### src/rtl/fetch_sequencer_if.sv
// Fetch front-end bundle: instruction-memory read port, downstream instruction
// handshake, redirect/halt controls and the busy indicator.
interface fetch_sequencer_if #(
    parameter int unsigned IW = 16
);
    logic          imem_req;
    logic [5:0]    imem_addr;
    logic [IW-1:0] imem_data;
    logic          inst_valid;
    logic          inst_ready;
    logic [IW-1:0] inst_word;
    logic [5:0]    inst_pc;
    logic          br_taken;
    logic [5:0]    br_target;
    logic          halt;
    logic          busy;

    // Fetch sequencer side.
    modport master (
        output imem_req,
        output imem_addr,
        input  imem_data,
        output inst_valid,
        input  inst_ready,
        output inst_word,
        output inst_pc,
        input  br_taken,
        input  br_target,
        input  halt,
        output busy
    );

    // Memory, downstream stage and control side.
    modport slave (
        input  imem_req,
        input  imem_addr,
        output imem_data,
        input  inst_valid,
        output inst_ready,
        input  inst_word,
        input  inst_pc,
        output br_taken,
        output br_target,
        output halt,
        input  busy
    );
endinterface

### src/rtl/fetch_sequencer.sv
// Instruction-fetch front end: generates the PC, issues single-cycle-latency
// reads to a 64-word instruction memory and buffers returned words in a
// 2-entry FIFO handed downstream through a valid/ready handshake.
module fetch_sequencer #(
    parameter int unsigned IW       = 16,
    parameter logic [5:0]  RESET_PC = 6'd0
) (
    input logic               clk,
    input logic               rst,
    fetch_sequencer_if.master bus
);

    logic [5:0]    r_pc;
    logic [1:0]    r_count;
    logic          r_inflight;
    logic [5:0]    r_inflight_pc;
    logic [IW-1:0] r_fifo_word [2];
    logic [5:0]    r_fifo_pc   [2];

    logic          w_valid;
    logic          w_pop;
    logic          w_push;
    logic          w_issue;
    logic [2:0]    w_credit;
    logic [1:0]    w_wr_idx;
    logic [1:0]    w_count_d;
    logic [IW-1:0] w_word_d [2];
    logic [5:0]    w_pc_d   [2];

    assign w_valid  = (r_count != 2'd0);
    assign w_pop    = w_valid & bus.inst_ready;
    assign w_push   = r_inflight;
    // Slots committed after this edge; a pop implies count >= 1, so no underflow.
    assign w_credit = {1'b0, r_count} + {2'b00, r_inflight} - {2'b00, w_pop};
    assign w_issue  = !rst & !bus.halt & !bus.br_taken & (w_credit < 3'd2);
    // Tail slot after an optional pop has shifted the queue forward.
    assign w_wr_idx = r_count - {1'b0, w_pop};

    // Next FIFO contents: pop shifts entry 1 to the head, then the return lands at the tail.
    always_comb begin
        w_word_d  = r_fifo_word;
        w_pc_d    = r_fifo_pc;
        w_count_d = r_count;
        if (w_pop) begin
            w_word_d[0] = r_fifo_word[1];
            w_pc_d[0]   = r_fifo_pc[1];
            w_count_d   = r_count - 2'd1;
        end
        if (w_push && (w_wr_idx < 2'd2)) begin
            w_word_d[w_wr_idx[0]] = bus.imem_data;
            w_pc_d[w_wr_idx[0]]   = r_inflight_pc;
            w_count_d             = w_count_d + 2'd1;
        end
    end

    // Control state: reset beats redirect, redirect flushes and drops the in-flight return.
    always_ff @(posedge clk) begin
        if (rst) begin
            r_pc          <= RESET_PC;
            r_count       <= 2'd0;
            r_inflight    <= 1'b0;
            r_inflight_pc <= 6'd0;
        end else if (bus.br_taken) begin
            r_pc       <= bus.br_target;
            r_count    <= 2'd0;
            r_inflight <= 1'b0;
        end else begin
            r_count    <= w_count_d;
            r_inflight <= w_issue;
            if (w_issue) begin
                r_inflight_pc <= r_pc;
                r_pc          <= r_pc + 6'd1;
            end
        end
    end

    // FIFO storage needs no reset: the outputs are masked whenever count is zero.
    always_ff @(posedge clk) begin
        r_fifo_word <= w_word_d;
        r_fifo_pc   <= w_pc_d;
    end

    assign bus.imem_req   = w_issue;
    assign bus.imem_addr  = r_pc;
    assign bus.inst_valid = w_valid;
    assign bus.inst_word  = w_valid ? r_fifo_word[0] : '0;
    assign bus.inst_pc    = w_valid ? r_fifo_pc[0] : 6'd0;
    assign bus.busy       = r_inflight | w_valid;

endmodule
### src/flat_wrapper.sv
// flat-port wrapper written by rule: the top's interface ports become plain ports
module fetch_sequencer_flat 
#(
    parameter int unsigned IW       = 16,
    parameter logic [5:0]  RESET_PC = 6'd0
)
  (clk, rst, bus_imem_req, bus_imem_addr, bus_imem_data, bus_inst_valid, bus_inst_ready, bus_inst_word, bus_inst_pc, bus_br_taken, bus_br_target, bus_halt, bus_busy);
  fetch_sequencer_if #(.IW(IW)) bus_i ();
  input logic clk;
  input logic rst;
  output wire logic [$bits(bus_i.imem_req)-1:0] bus_imem_req;
  output wire logic [$bits(bus_i.imem_addr)-1:0] bus_imem_addr;
  input wire logic [$bits(bus_i.imem_data)-1:0] bus_imem_data;
  output wire logic [$bits(bus_i.inst_valid)-1:0] bus_inst_valid;
  input wire logic [$bits(bus_i.inst_ready)-1:0] bus_inst_ready;
  output wire logic [$bits(bus_i.inst_word)-1:0] bus_inst_word;
  output wire logic [$bits(bus_i.inst_pc)-1:0] bus_inst_pc;
  input wire logic [$bits(bus_i.br_taken)-1:0] bus_br_taken;
  input wire logic [$bits(bus_i.br_target)-1:0] bus_br_target;
  input wire logic [$bits(bus_i.halt)-1:0] bus_halt;
  output wire logic [$bits(bus_i.busy)-1:0] bus_busy;
  assign bus_imem_req = bus_i.imem_req;
  assign bus_imem_addr = bus_i.imem_addr;
  assign bus_i.imem_data = bus_imem_data;
  assign bus_inst_valid = bus_i.inst_valid;
  assign bus_i.inst_ready = bus_inst_ready;
  assign bus_inst_word = bus_i.inst_word;
  assign bus_inst_pc = bus_i.inst_pc;
  assign bus_i.br_taken = bus_br_taken;
  assign bus_i.br_target = bus_br_target;
  assign bus_i.halt = bus_halt;
  assign bus_busy = bus_i.busy;
  fetch_sequencer #(.IW(IW), .RESET_PC(RESET_PC)) u_core (.clk(clk), .rst(rst), .bus(bus_i));
endmodule
### config.mk
export PLATFORM = sky130hd
export DESIGN_NAME = fetch_sequencer_flat
export DESIGN_NICKNAME = d
export VERILOG_FILES = /design/src/rtl/fetch_sequencer_if.sv /design/src/rtl/fetch_sequencer.sv /design/src/flat_wrapper.sv
export SDC_FILE = /design/constraint.sdc
export NUM_CORES = 1
export LEC_CHECK = 0
export CAP_MARGIN = 25
export CORE_MARGIN = 8
export CORE_UTILIZATION = 54
export DETAILED_ROUTE_END_ITERATION = 12
export HOLD_SLACK_MARGIN = 0.08
export PLACE_DENSITY = 0.95
export SLEW_MARGIN = 30
export SYNTH_ARGS = -nofsm -noshare
export SYNTH_HDL_FRONTEND = slang
export SYNTH_SLANG_ARGS = --single-unit
### constraint.sdc
create_clock -name clk -period 6.6 [get_ports clk]
set_input_delay 0.99 -clock clk [delete_from_list [all_inputs] [get_ports clk]]
set_output_delay 0.99 -clock clk [all_outputs]
set_load 0.02 [all_outputs]
==> metrics.csv, run 1 <==
metric;value;unit
core box area;4692;um2
crit path DAT;4690;ps
hold depth;0;
DRT antenna net count;0;
Clk network pwr share;33.1;%
Vias/cell;5.557;
routed wire length;5854;um
ys async rst share;0;%
Post-Synth Simple-Gate Area;15.02;%
Die ar.;7345;um2
hold path startpoint;u_core.r_inflight_pc[5]$_SDFFE_PP0P_;
status;finished clean;
Pint;0.0006751;W
Startpoint Class;flip-flop;
CTS Buffer Depth;2;
Period minus WS final;5681;ps
WL per Instance;16.82;um
die width;85.71;um
first-pass GRT wire length;9625;um
switch share;24.70;%
Vert. Die Dim;85.71;um
Final period util;86.07;%
Compound-Gate Fraction of Synth Area;10.68;%
root buf cell;clkbuf_8;
max-cap violations;0;
first-pass detailed-route iteration total;4;
placed cell area;3184;um2
Layout Skew;7.131;ps
Placer Congestion;0.8125;
NumNets Final;320;
initial antenna violation count;0;
VDD IR max;0.1218;mV
mapped cell area;2624;um2
main combinational cell family by area after synthesis;simple AND/OR/NAND/NOR gates;
final hold violation count;0;
max-slew violations;0;
Setup violations, final;0;
most frequent cells in the layout;clkdlybuf4s50_1, dfxtp_1, nor2b_1, edfxtp_1;
cell taking the most area after synthesis;dfxtp_1;
Most used DFF post-synth;dfxtp_1;
Post-CTS Setup Bufs;0;
Detailed Place HPWL;3879;um
Worst R2R Start;u_core.r_count[0]$_SDFF_PP0_;
Distinct cells, synth;38;
grt met1 use;18.91;%
CTS tree;done;
Syn Inst Count;236;
I/O Pins;58;
Initial Util;55.92;%
mux contribution to synthesized area;12.16;%
Post-Synth Adder-Cell Area;2.194;%
cts repair resizes;0;
ratio of cells with drive above 1 in the final layout;14.63;%
Area contributors post-synth;dfxtp_1, edfxtp_1, mux2i_1;
syn_area_per_cell;11.12;um2
Gate power share;17.6;%
port bufs;57;
Iteration-0 DRC Markers;105;
Cell Rows;25;
CTS Sinks;59;
CP Max Fanout;25;
xor/xnor share of the synthesized area;1.717;%
Switch Pwr;0.0002214;W
Pleak;1.313;nW
total grt overflow;0;
Final Cell Area;3366;um2
Seq/Total Area, Yosys;53.41;%
busiest grt layer;met2;
vias in the first global route;2029;
GR Util met2;27.36;%
DRC violations left;0;
R2R Setup Slk;2520;ps
synth-to-layout area growth;28.28;%
Num CTS Buffers;9;
largest net degree at the start of global routing;26;
Worst setup EP type;output port;
area share of the largest cell type after synthesis;28.23;%
GR Util All Layers;16.67;%
Seq pwr share;49.4;%
Hold Path Class;flip-flop to flip-flop;
Reg2Reg Depth;11;
Seq cells post-synth;59;
EDFF count, synth;22;
CTS clk-pin slew, worst paths;70;ps
pre-CTS setup slack;1127;ps
clk_lat worst skew;330;ps
Worst slew margin;42.55;%
Power per Cell Area;266.4;nW/um2
Worst EP required;5610;ps
hold-fix buffer count after cts;0;
Worst Tran Pin Value;861.7;ps
H-Tree Level Count;3;
Worst Setup Path Type;flip-flop to output port;
Fin Hold WS;465.5;ps
RR Endpoint;u_core.bus.imem_addr[4]$_SDFFE_PP0P_;
setup_tns;0;ps
total number of vias;1934;
RSZ-0062 raised after global routing;no;
Max Clock Freq;176.0;MHz
commonest non-fill, non-tap cell in the layout;clkdlybuf4s50_1;
post-synthesis net count;267;
Final WS setup;919.1;ps
antenna cells;0;
warnings from Yosys;0;
M3 GR Usage;7.450;%
[Yosys cell counts, types with 2 or more instances]
library cell and count:
nand2b_1 4, nand2_1 17, a21oi_2 10, nor2_1 5, nor2b_1 22, buf_6 4, xnor2_1 2, mux2i_1 15
buf_2 2, a22oi_1 3, o22ai_1 3, a21oi_1 17, dfxtp_1 37, ha_1 3, clkbuf_1 9, nor3_1 15
inv_1 9, edfxtp_1 22, mux2_2 11, mux2_4 3, or2_2 2, o31a_1 2, nand3_1 4
[layout make-up]
cell class                 instances  area [um2]
clock buffer                      14       172.7
clock inverter                     2       8.758
fill                             329        1326
inverter                           9       33.78
multi-input combinational        152        1104
sequential                        59        1401
tap                               54       67.56
timing repair buffer              58       578.1
[power groups by stage]
| stage | registers [W] | clock network [W] | logic (W) |
|---|---|---|---|
| finish | 0.000443 | 0.000297 | 0.000157 |
| global route | 0.000449 | 0.000322 | 0.000169 |
| CTS | 0.000443 | 0.000302 | 0.000158 |
| detailed placement | 0.000449 | 0 | 0.000156 |
| global placement | 0.000448 | 0 | 0.000149 |
| floorplan | 0.000447 | 0 | 0.000107 |
[metal layers]
layer / vias up / part of all wire (%)
met1: 921 / 44
met4: 0 / 1.4
met2: 60 / 49
met5: - / 0
li1: 943 / -
met3: 10 / 5.6
[worst max-delay path, stage by stage (launching register included)]
cell             delay, ps
dfxtp_1                440
inv_1                  120
ha_1                   520
nand2b_1               370
xnor2_4                480
nand2_1                150
fa_1                   430
xnor2_1                240
nand4_1                430
inv_1                  490
clkdlybuf4s50_1        690
[how the worst max path moves through the flow]
stage / from / end / slack [ps] / depth (start not counted)
2_1_floorplan: bus_inst_ready / bus_imem_req / 2550 / 10
3_3_place_gp: bus_inst_ready / bus_imem_req / 1260 / 9
3_5_place_dp: bus_inst_ready / bus_imem_req / 1130 / 9
4_1_cts: u_core.r_count[0]$_SDFF_PP0_ / bus_imem_req / 930 / 10
5_1_grt: u_core.r_count[0]$_SDFF_PP0_ / bus_imem_req / 580 / 10
6_report: u_core.r_count[0]$_SDFF_PP0_ / bus_imem_req / 920 / 10
[logic make-up (layout without fill, tap and decap cells)]
kind of cell             Yosys count  after routing
AND/OR/NAND/NOR                   75             75
buffers and inverters             25             83
flip-flops                        59             59
adder cells (fa/ha/maj)            4              4
multiplexers                      29             29
XOR/XNOR                           3              3
AO/OA/AOI/OAI                     41             41
[through the flow]
stage	utilization (%)	total power [W]	cells
after floorplan	-	0.0005531	236
after global placement	67.76	0.0005968	332
after detailed placement	67.87	0.0006052	332
after CTS	71.73	0.0009029	348
after global routing	71.73	0.0009398	348
final	71.73	0.0008965	348
No activity file was read; power rests on OpenSTA's default activity.
==> run 2: changes to the inputs <==
--- a/config.mk
+++ b/config.mk
@@ -6,11 +6,13 @@
 export NUM_CORES = 1
 export LEC_CHECK = 0
 export CAP_MARGIN = 25
+export CELL_PAD_IN_SITES_DETAIL_PLACEMENT = 0
+export CELL_PAD_IN_SITES_GLOBAL_PLACEMENT = 1
 export CORE_MARGIN = 8
-export CORE_UTILIZATION = 54
+export CORE_UTILIZATION = 42
 export DETAILED_ROUTE_END_ITERATION = 12
 export HOLD_SLACK_MARGIN = 0.08
-export PLACE_DENSITY = 0.95
+export PLACE_DENSITY = 0.94
 export SLEW_MARGIN = 30
 export SYNTH_ARGS = -nofsm -noshare
 export SYNTH_HDL_FRONTEND = slang
==> run 2 against run 1 <==
  * First-iteration DRC count shrank 2.9%
  * Via count fell by 3.7%
  * Design area is 1.3% higher
  * Fmax increased by 1.3%
  * Sequential power is essentially flat
==> metrics.csv, run 2 (synthesis results as in run 1) <==
metric;value;unit;change
Iteration-0 DRC Markers;102;;was 105
hold depth;0;;unchanged
I/O Pins;58;;unchanged
first-pass detailed-route iteration total;4;;unchanged
fillers;547;;was 329
root buf cell;clkbuf_8;;unchanged
CTS Sinks;59;;unchanged
total number of vias;1862;;was 1934
CTS tree;done;;unchanged
Layout Skew;4.947;ps;was 7.131 ps
ratio of cells with drive above 1 in the final layout;15.02;%;was 14.63%
count of non-filler cells in the finished layout;370;;was 348
Vias/cell;5.032;;was 5.557
Num CTS Buffers;9;;unchanged
status;finished clean;;unchanged
port bufs;57;;unchanged
Worst EP required;5610;ps;about the same
clk_lat worst skew;330;ps;about the same
Final period util;84.94;%;was 86.07%
RSZ-0062 raised after global routing;no;;unchanged
Pleak;1.319;nW;was 1.313 nW
Placer Congestion;0.7435;;was 0.8125
most frequent cells in the layout;clkdlybuf4s50_1, dfxtp_1, nor2b_1, edfxtp_1;;unchanged
total grt overflow;0;;unchanged
first-pass GRT wire length;8763;um;was 9625 um
H-Tree Level Count;3;;unchanged
WL per Instance;14.69;um;was 16.82 um
routed wire length;5435;um;was 5854 um
vias in the first global route;1861;;was 2029
commonest non-fill, non-tap cell in the layout;clkdlybuf4s50_1;;unchanged
Vert. Die Dim;95.04;um;was 85.71 um
CP Max Fanout;25;;unchanged
max-cap violations;0;;unchanged
synth-to-layout area growth;29.95;%;was 28.28%
DRT antenna net count;0;;unchanged
Detailed Place HPWL;3696;um;was 3879 um
hold-fix buffer count after cts;0;;unchanged
Final Cell Area;3410;um2;was 3366 um2
Setup violations, final;0;;unchanged
GR Util All Layers;12.54;%;was 16.67%
CTS Buffer Depth;2;;unchanged
Worst Setup Path Type;flip-flop to output port;;unchanged
initial antenna violation count;0;;unchanged
Fin Hold WS;451.1;ps;was 465.5 ps
Post-CTS Setup Bufs;0;;unchanged
NumNets Final;320;;unchanged
largest net degree at the start of global routing;26;;unchanged
Reg2Reg Depth;11;;unchanged
Worst slew margin;41.59;%;was 42.55%
final hold violation count;0;;unchanged
Max Clock Freq;178.4;MHz;was 176.0 MHz
cts repair resizes;0;;unchanged
crit path DAT;4620;ps;was 4690 ps
Initial Util;42.29;%;was 55.92%
Cell Rows;29;;was 25
Worst setup EP type;output port;;unchanged
die width;95.04;um;was 85.71 um
Final WS setup;994.2;ps;was 919.1 ps
Hold Path Class;flip-flop to flip-flop;;unchanged
DRC violations left;0;;unchanged
Power per Cell Area;268.4;nW/um2;was 266.4 nW/um2
VDD IR max;0.1737;mV;was 0.1218 mV
pre-CTS setup slack;1138;ps;was 1127 ps
max-slew violations;0;;unchanged
Worst Tran Pin Value;876.2;ps;was 861.7 ps
antenna cells;0;;unchanged
core box area;6205;um2;was 4692 um2
Placed Cells;355;;was 332
Die ar.;9033;um2;was 7345 um2
Period minus WS final;5606;ps;was 5681 ps
setup_tns;0;ps;unchanged
Startpoint Class;flip-flop;;unchanged
CTS clk-pin slew, worst paths;60;ps;was 70 ps
placed cell area;3216;um2;was 3184 um2
run 2: cell types whose count changed in the layout (fill, tap and decap cells not counted), sizes merged:
| cell | before | now |
|---|---|---|
| clkbuf | 14 | 13 |
| clkinv | 2 | 1 |
| bufinv | 0 | 1 |
run 2: per-layer routing:
layer	up-vias	GRT usage [%]	share of wire (%)
met5	-	0	0
met4	0	7.802	2.3
met3	13	4.173	7.3
met2	47	20.05	47
met1	868	14.25	43
li1	934	-	-
run 2: final timing paths:
path | start | endpoint | slack (ps)
min reg2reg | u_core.r_inflight_pc[0]$_SDFFE_PP0P_ | flip-flop | 450
min | u_core.r_inflight_pc[0]$_SDFFE_PP0P_ | flip-flop | 450
max reg2reg | u_core.r_count[0]$_SDFF_PP0_ | u_core.bus.imem_addr[0]$_SDFFE_PP0P_ | 2620
max | u_core.r_count[0]$_SDFF_PP0_ | bus_imem_req | 990
run 2: through the flow:
stage	util [%]	power, W
floorplan	-	0.0005531
global placement	51.74	0.0005979
detailed placement	51.82	0.0006043
CTS	54.95	0.0009246
global route	54.95	0.0009570
finish	54.95	0.0009151
run 2: power breakdown:
part,leakage [nW],switching [W],internal (W),total [W]
clock network,0.0995,0.000128,0.000192,0.000320
logic,0.721,0.0000648,0.0000885,0.000153
registers,0.499,0.0000204,0.000421,0.000441
total,1.32,0.000213,0.000702,0.000915
run 2: worst max-delay path, cell delays in order (launching register included):
cell and delay, ps:
dfxtp_1 420, inv_1 120, ha_1 520, nand2b_2 380
xnor2_4 430, nand2_1 140, fa_1 420, xnor2_1 200
nand4_1 430, inv_1 510, clkdlybuf4s50_1 700
run 2: final cells by class:
cell class              count  area [um2]  share of cell area [%]
flip-flops and latches     59        1401                   41.10
multi-input cells         152        1106                   32.44
repair buffers             58       578.1                   16.95
clock buffers              13       158.9                   4.661
well taps                  77       96.34                   2.826
clock inverters             2       35.03                   1.028
inverters                   9       33.78                  0.9908
==> run 3: changes to the inputs <==
--- a/config.mk
+++ b/config.mk
@@ -9,10 +9,10 @@
 export CELL_PAD_IN_SITES_DETAIL_PLACEMENT = 0
 export CELL_PAD_IN_SITES_GLOBAL_PLACEMENT = 1
 export CORE_MARGIN = 8
-export CORE_UTILIZATION = 42
+export CORE_UTILIZATION = 39
 export DETAILED_ROUTE_END_ITERATION = 12
 export HOLD_SLACK_MARGIN = 0.08
-export PLACE_DENSITY = 0.94
+export PLACE_DENSITY = 0.89
 export SLEW_MARGIN = 30
 export SYNTH_ARGS = -nofsm -noshare
 export SYNTH_HDL_FRONTEND = slang
==> constraint.sdc (replaced) <==
create_clock -name clk -period 5.5 [get_ports clk]
set_input_delay 0.825 -clock clk [delete_from_list [all_inputs] [get_ports clk]]
set_output_delay 0.825 -clock clk [all_outputs]
set_load 0.02 [all_outputs]
==> run 3 against run 2 <==
  * Global-route usage increased by 0.18 points
  * Largest power group unchanged
  * Sequential power is 20% higher
  * Critical path depth did not move
  * Highest routed layer unchanged
  * First-iteration DRC count is 28% lower
  * Design area is 0.51% higher
  * Wire length rose by 5.1%
  * Die area up 6.4%
==> metrics.csv, run 3 (synthesis results as in run 1) <==
metric;value;unit;change
status;finished clean;;unchanged
Max stage delay cell, worst path;clkdlybuf4s50_1;;unchanged
Reg2Reg Depth;10;;was 11
most used cell, CP;clkdlybuf4s50_1;;was inv_1
GR Util All Layers;12.72;%;was 12.54%
DRT antenna net count;0;;unchanged
Vert. Die Dim;98.02;um;was 95.04 um
Placer Congestion;0.7095;;was 0.7435
CTS Buffer Depth;2;;unchanged
clk_lat worst skew;330;ps;about the same
NumNets Final;323;;was 320
Post-CTS Setup Bufs;0;;unchanged
ratio of cells with drive above 1 in the final layout;15.82;%;was 15.02%
first-pass detailed-route iteration total;4;;unchanged
most frequent cells in the layout;clkdlybuf4s50_1, dfxtp_1, nor2b_1, edfxtp_1;;unchanged
max-cap violations;0;;unchanged
total number of vias;1873;;was 1862
Final Cell Area;3427;um2;was 3410 um2
Power per Cell Area;317.1;nW/um2;was 268.4 nW/um2
Iteration-0 DRC Markers;73;;was 102
CTS clk-pin slew, worst paths;60;ps;about the same
Worst slew margin;46.69;%;was 41.59%
core box area;6644;um2;was 6205 um2
Startpoint Class;primary input;;was flip-flop
Pleak;1.329;nW;was 1.319 nW
Max Clock Freq;204.5;MHz;
RR Endpoint;u_core.r_fifo_pc[6]$_DFF_P_;;was u_core.bus.imem_addr[0]$_SDFFE_PP0P_
port bufs;57;;unchanged
pre-CTS setup slack;630.3;ps;was 1138 ps
Final period util;88.91;%;
hold-fix buffer count after cts;0;;unchanged
CTS Sinks;59;;unchanged
area of the multi-input gates;1106;um2;unchanged
Initial Util;39.49;%;was 42.29%
CP Max Fanout;18;;was 25
Setup violations, final;0;;unchanged
hold path startpoint;u_core.r_inflight_pc[1]$_SDFFE_PP0P_;;was u_core.r_inflight_pc[0]$_SDFFE_PP0P_
largest net degree at the start of global routing;25;;was 26
Vias/cell;4.968;;was 5.032
Layout Skew;10.63;ps;was 4.947 ps
final hold violation count;0;;unchanged
initial antenna violation count;0;;unchanged
routed wire length;5714;um;was 5435 um
die width;98.02;um;was 95.04 um
Num CTS Buffers;9;;unchanged
hold depth;0;;unchanged
crit-path cells;clkdlybuf4s50_1 > nand2b_2 > xnor2_4 > nand2_1 > fa_1 > xnor2_1 > nand4_1 > buf_4 > inv_1 > clkdlybuf4s50_1;;was inv_1 > ha_1 > nand2b_2 > xnor2_4 > nand2_1 > fa_1 > xnor2_1 > nand4_1 > inv_1 > clkdlybuf4s50_1
max-slew violations;0;;unchanged
Worst R2R Start;u_core.r_count[0]$_SDFF_PP0_;;unchanged
CTS tree;done;;unchanged
antenna cells;0;;unchanged
RSZ-0062 raised after global routing;no;;unchanged
Worst setup EP type;output port;;unchanged
Worst Tran Pin Value;799.7;ps;was 876.2 ps
total grt overflow;0;;unchanged
CP top delay family;buffers and inverters;;unchanged
Util after Layout;51.58;%;was 54.95%
Cell Rows;30;;was 29
Worst Setup Path Type;primary input to output port;;was flip-flop to output port
VDD IR max;0.1200;mV;was 0.1737 mV
Hold Path Class;flip-flop to flip-flop;;unchanged
commonest non-fill, non-tap cell in the layout;clkdlybuf4s50_1;;unchanged
R2R Setup Slk;2040;ps;was 2620 ps
Die ar.;9608;um2;was 9033 um2
crit path DAT;4060;ps;was 4620 ps
DRC violations left;0;;unchanged
WL per Instance;15.16;um;was 14.69 um
WP buf/inv;4;;was 3
Reg area;1401;um2;unchanged
fillers;602;;was 547
I/O Pins;58;;unchanged
Final WS setup;610.2;ps;was 994.2 ps
Detailed Place HPWL;3904;um;was 3696 um
setup_tns;0;ps;unchanged
Worst EP required;4680;ps;was 5610 ps
vias in the first global route;2001;;was 1861
root buf cell;clkbuf_8;;unchanged
cts repair resizes;0;;unchanged
placed cell area;3242;um2;was 3216 um2
H-Tree Level Count;3;;unchanged
cell count along the critical path;10;;unchanged
crit-path max cell delay;700;ps;about the same
first-pass GRT wire length;9763;um;was 8763 um
Period minus WS final;4890;ps;
synth-to-layout area growth;30.62;%;was 29.95%
## run 3: worst max path at each step
| stage | from | endpoint | slack, ps |
|---|---|---|---|
| 2_1_floorplan | u_core.r_count[0]$_SDFF_PP0_ | bus_imem_req | 1730 |
| 3_3_place_gp | bus_inst_ready | bus_imem_req | 750 |
| 5_1_grt | bus_inst_ready | bus_imem_req | 350 |
| 3_5_place_dp | bus_inst_ready | bus_imem_req | 630 |
| 4_1_cts | bus_inst_ready | bus_imem_req | 620 |
| 6_report | bus_inst_ready | bus_imem_req | 610 |
## run 3: per-layer routing
metal | wire length (um) | vias to the layer above | track usage [%]
met5 | 0 | - | 0
met4 | 93 | 0 | 6.835
met3 | 275 | 10 | 4.267
met2 | 2694 | 37 | 19.86
met1 | 2651 | 883 | 15.10
li1 | - | 943 | -
## run 3: cell type report
class / instances / area share [%]
sequential: 59 / 40.89
multi-input combinational: 152 / 32.27
timing repair buffer: 61 / 17.52
clock buffer: 11 / 3.834
tap: 80 / 2.921
clock inverter: 5 / 1.570
inverter: 9 / 0.9858
## run 3: metrics by stage
| step | total power [W] | std cells | hold WS (ps) |
|---|---|---|---|
| global route | 0.001141 | 377 | 468.5 |
| detailed placement | 0.0007271 | 361 | 445.4 |
| floorplan | 0.0006637 | 236 | 426.1 |
| CTS | 0.001097 | 377 | 460.1 |
| finish | 0.001087 | 377 | 457.5 |
| global placement | 0.0007201 | 361 | 441.0 |
## run 3: report_power, final
part | internal, W | total, W | switching (W)
Clock | 0.000208 | 0.000370 | 0.000163
Combinational | 0.000107 | 0.000185 | 0.0000780
Sequential | 0.000505 | 0.000531 | 0.0000261
